<file path="config.mk">
export PLATFORM = sky130hd
export DESIGN_NAME = cond_exec_unit
export DESIGN_NICKNAME = d
export VERILOG_FILES = /design/src/rtl/cond_pkg.sv /design/src/rtl/cond_eval.sv /design/src/rtl/cond_exec_unit.sv
export SDC_FILE = /design/constraint.sdc
export NUM_CORES = 1
export LEC_CHECK = 0
export ABC_CLOCK_PERIOD_IN_PS = 4200
export BUFFER_PORTS_ARGS = -buffer_cell sky130_fd_sc_hd__buf_2
export CAP_MARGIN = 15
export CORE_AREA = 2 2 39 41
export DETAILED_ROUTE_END_ITERATION = 12
export DIE_AREA = 0 0 41 43
export PLACE_DENSITY_LB_ADDON = 0.15
export SYNTH_ARGS = -nofsm -noshare
export SYNTH_HDL_FRONTEND = slang
export SYNTH_SLANG_ARGS = --single-unit
</file>
<file path="constraint.sdc">
create_clock -name clk -period 4.2 [get_ports clk]
set_input_delay 0.42 -clock clk [delete_from_list [all_inputs] [get_ports clk]]
set_output_delay 0.42 -clock clk [all_outputs]
set_load 0.05 [all_outputs]
</file>
<file path="src/rtl/cond_pkg.sv">
// cond_pkg: condition codes, flag bit positions and flag-write group indices shared by the conditional-execution unit.
package cond_pkg;
    typedef enum logic [3:0] {
        EQ, NE, CS, CC, MI, PL, VS, VC, HI, LS, GE, LT, GT, LE, AL, NV
    } cond_e;
    localparam int FLAG_N = 3;
    localparam int FLAG_Z = 2;
    localparam int FLAG_C = 1;
    localparam int FLAG_V = 0;
    localparam int FW_NZ  = 1;
    localparam int FW_CV  = 0;
endpackage

</file>
<file path="src/rtl/cond_eval.sv">
// cond_eval: combinational ARM condition check of a 4-bit condition field against {N,Z,C,V}.
module cond_eval
    import cond_pkg::*;
(
    input  logic [3:0] cond,
    input  logic [3:0] flags,
    output logic       pass
);
    logic       w_n, w_z, w_c, w_v;
    logic [7:0] w_base;
    assign w_n = flags[FLAG_N];
    assign w_z = flags[FLAG_Z];
    assign w_c = flags[FLAG_C];
    assign w_v = flags[FLAG_V];
    // Conditions come in complementary pairs: cond[0] inverts the even entry.
    // The top pair gives AL=1 and NV=0.
    assign w_base = {1'b1, ~w_z & ~(w_n ^ w_v), ~(w_n ^ w_v), w_c & ~w_z, w_v, w_n, w_c, w_z};
    assign pass   = w_base[cond[3:1]] ^ cond[0];
endmodule

</file>
<file path="src/rtl/cond_exec_unit.sv">
// cond_exec_unit: owns the NZCV flags, gates control strobes on the condition result.
// Optional saturating statistics counters under `define COND_STATS_EN.
module cond_exec_unit #(
    parameter int NUM_CTRL = 3,
    parameter int REG_OUT  = 0,
    parameter int STAT_W   = 32
) (
    input  logic                clk,
    input  logic                reset,
    input  logic                valid,
    input  logic                flush,
    input  logic [3:0]          cond,
    input  logic [3:0]          alu_flags,
    input  logic [1:0]          flag_write,
    input  logic [NUM_CTRL-1:0] ctrl_in,
    output logic [NUM_CTRL-1:0] ctrl_out,
    output logic                cond_ex,
    output logic [3:0]          flags_q
`ifdef COND_STATS_EN
    ,
    output logic [STAT_W-1:0]   exec_count,
    output logic [STAT_W-1:0]   squash_count
`endif
);
    import cond_pkg::*;

    if (NUM_CTRL < 1 || NUM_CTRL > 16 || REG_OUT < 0 || REG_OUT > 1 || STAT_W < 1) begin : g_bad_param
        $error("cond_exec_unit: parameter out of range");
    end

    logic                r_flags_q_unused;
    logic [3:0]          r_flags;
    logic                w_pass, w_live, w_cond_ex;
    logic [NUM_CTRL-1:0] w_ctrl;

    assign r_flags_q_unused = 1'b0;

    cond_eval u_eval (
        .cond  (cond),
        .flags (r_flags),
        .pass  (w_pass)
    );

    // Reset also kills the live qualifier so combinational outputs drop at once.
    assign w_live    = valid & ~flush & ~reset;
    assign w_cond_ex = w_pass & w_live;
    assign w_ctrl    = w_cond_ex ? ctrl_in : '0;
    assign flags_q   = r_flags;

    always_ff @(posedge clk or posedge reset) begin
        if (reset) begin
            r_flags <= '0;
        end else if (w_cond_ex) begin
            if (flag_write[FW_NZ]) r_flags[FLAG_N:FLAG_Z] <= alu_flags[FLAG_N:FLAG_Z];
            if (flag_write[FW_CV]) r_flags[FLAG_C:FLAG_V] <= alu_flags[FLAG_C:FLAG_V];
        end
    end

    if (REG_OUT == 1) begin : g_reg
        logic [NUM_CTRL-1:0] r_ctrl;
        logic                r_cond_ex;
        always_ff @(posedge clk or posedge reset) begin
            if (reset) begin
                r_ctrl    <= '0;
                r_cond_ex <= 1'b0;
            end else begin
                r_ctrl    <= w_ctrl;
                r_cond_ex <= w_cond_ex;
            end
        end
        assign ctrl_out = r_ctrl;
        assign cond_ex  = r_cond_ex;
    end else begin : g_comb
        assign ctrl_out = w_ctrl;
        assign cond_ex  = w_cond_ex;
    end

`ifdef COND_STATS_EN
    logic [STAT_W-1:0] r_exec, r_squash;
    always_ff @(posedge clk or posedge reset) begin
        if (reset) begin
            r_exec   <= '0;
            r_squash <= '0;
        end else begin
            if (w_cond_ex && r_exec != '1) r_exec <= r_exec + STAT_W'(1);
            if (w_live && !w_pass && r_squash != '1) r_squash <= r_squash + STAT_W'(1);
        end
    end
    assign exec_count   = r_exec;
    assign squash_count = r_squash;
`endif
endmodule

</file>
==> key figures <==
Global routing
  – Vias in the first global route: 310
  – Pin count of the biggest net entering global routing: 9
  – First-pass GRT wire length: 1.12 mm
  – Initial antenna violation count: 0
  – Grt ovf: 0
  – Total Routing Usage GR: 9.36%

Routing
  – Final antenna-violating net count: 0
  – Avg WL per Cell: 9.74 um
  – Drt first-iter violations: 1
  – Detailed Route WL: 750 um
  – TritonRoute pass-1 iters: 2
  – Routed vias/inst: 4.55
  – Vias: 350
  – DRC viols: 0

Clocking
  – Num CTS Buffers: 3
  – Worst-path clk slew: 0.04 ns
  – Root Driver: clkbuf_4
  – Clock buffer depth: 2
  – Post-CTS setup buffer count: 0
  – Worst-Skew Late Latency: 0.23 ns
  – Hold bufs inserted after CTS: 0
  – H-tree levels: 1
  – Clock Sinks: 4
  – CTS tree: built
  – CTS resizes: 0

Placed design
  – HPWL Detailed: 657 um
  – Port Buffers: 24
  – GPL Wtd Cong: 0.706
  – Dpl cell area: 470 um^2
  – Placed Cells: 74

Synthesis
  – Mapped cell area: 330 um^2
  – Register area share after synthesis: 30.3%
  – Top-area cell type share of the netlist area: 30.3%
  – Synth warn: 0
  – Dominant cells by area after synthesis: dfrtp_1, mux2_1, nor3b_1
  – Flops & latches, synth: 4
  – Syn nets: 51
  – Unique masters post-synth: 16
  – Mapped Cells: 34
  – Syn Area/Cell: 9.72 um^2
  – Leading area contributor after synthesis: dfrtp_1

Power and ir drop
  – Internal Power: 0.140 mW
  – Switching power: 0.138 mW
  – P_leak: 0.247 nW
  – Reg power frac: 26.9%
  – Sw Ratio: 49.8%
  – Combinational share of power: 56.5%
  – Clk pwr share: 16.6%
  – Power Density: 564 mW/mm^2
  – Max IR drop VDD: 250 uV

Floorplan
  – Die area: 0.00176 mm^2
  – IO Count: 25
  – Initial core utilization: 23.9%
  – Area of the core: 0.00138 mm^2
  – Die X: 41 um
  – # rows: 14
  – Die height: 43 um

Status
  – Status: complete, no violations

Timing
  – Worst Hold Margin: 0.0757 ns
  – Slew Viols, Final: 0
  – Worst slew margin: 66.2%
  – Period utilisation layout: 67.0%
  – Finish-stage setup viols: 0
  – Setup TNS: 0 ns
  – FMAX: 355 MHz
  – Tightest Pin Transition: 0.495 ns
  – Clock skew: 0.00454 ns
  – Hold Vio Cnt, Final: 0
  – Final min period: 2.82 ns
  – Unrepaired setup endpoints after global routing: no

Setup path
  – Worst EP required: 3.78 ns
  – Critical path class: register to primary output
  – CP startpoint: flags_q[2]
  – CP Launch Type: register
  – Slowest CP cell: or4b_1
  – Crit-path max FO: 5
  – Crit path capture type: primary output
  – Crit-path max cell delay: 0.52 ns
  – CP cell instances: or4b_1, and3_1, a221oi_2, xnor2_1, nor3b_1, buf_2
  – Crit path DAT: 2.40 ns
  – Worst R2R Start: flags_q[2]

Finish
  – ANT cells: 0
  – Largest register FFs: 4
  – Share of cells above drive strength 1: 47.5%
  – Fill count: 161
  – Commonest non-fill, non-tap cell in the layout: buf_2
  – Most frequent cells in the layout: buf_2, nor3b_1, mux2_1, dfrtp_1
  – P&R area growth vs syn: 49.2%
  – Post-Layout Cell Count: 77
  – Final Instance Area: 493 um^2
  – Total Nets Final: 80

Hold path
  – Worst Hold Class: input port to async pin

Flow run
  – Max-cap viol count: 0
metal layers:
metal	global-route usage (%)	part of all wire, %
met3	4.71	6.9
met1	11.0	45
met2	14.7	48
met5	0	0
met4	2.00	0
power by group through the flow:
stage          Sequential [mW]  Combinational [mW]  Clock (mW)
5_1_grt                 0.0795               0.167      0.0503
6_report                0.0750               0.157      0.0462
2_1_floorplan            0.136              0.0590           0
3_3_place_gp            0.0773               0.158           0
3_5_place_dp            0.0762               0.159           0
4_1_cts                 0.0758               0.160      0.0486
worst paths after layout:
kind,depth (start not counted),endpoint,slack [ns]
max reg2reg,5,flags_q[0],1.92
max,6,ctrl_out[0],1.38
min reg2reg,1,flags_q[1],0.54
min in group clk,2,flags_q[3],0.40
max in group asynchronous,2,flags_q[0],3.95
min,2,flags_q[2],0.08
cell families after synthesis:
family | share of synthesized area (%)
and+or+nand+nor | 31.8
buffers and inverters | 1.14
muxes | 22.7
DFF | 30.3
AOI/OAI and AO/OA | 8.71
xor gates and xnor gates | 5.30
worst max-delay path: cells and delay by family, from the launching register on:
kind | cells | cell delay [ns]
flops | 1 | 0.40
compound gates | 1 | 0.37
xor+xnor | 1 | 0.18
simple gates | 3 | 0.91
buf+inv | 1 | 0.29
Yosys cell counts:
cell type,n
xnor2_1,2
nor2b_1,2
nor2_1,3
inv_1,1
or4b_1,1
nand3b_1,1
a2111oi_0,1
dfrtp_1,4
nand2_1,3
and2b_2,1
mux2i_1,3
nor3b_1,5
mux2_1,4
and3_1,1
a221oi_2,1
o21ai_0,1
final cells by class:
cell class	instances	area [um^2]	share of cell area, %
multi-input cells	29	226	45.9
repair buffers	24	120	24.4
flip-flops and latches	4	100	20.3
clock buffers	3	22.5	4.57
well taps	16	20.0	4.06
inverters	1	3.75	0.761
per-stage QoR:
stage	utilization (%)	total power, mW	worst slack [ns]
final	35.6	0.278	1.38
after global routing	35.6	0.297	1.19
after CTS	35.6	0.284	1.33
after detailed placement	34.0	0.235	1.45
after global placement	34.0	0.235	1.49
after floorplan	-	0.195	0.759
Note: power is estimated with default switching activity, not from simulation.
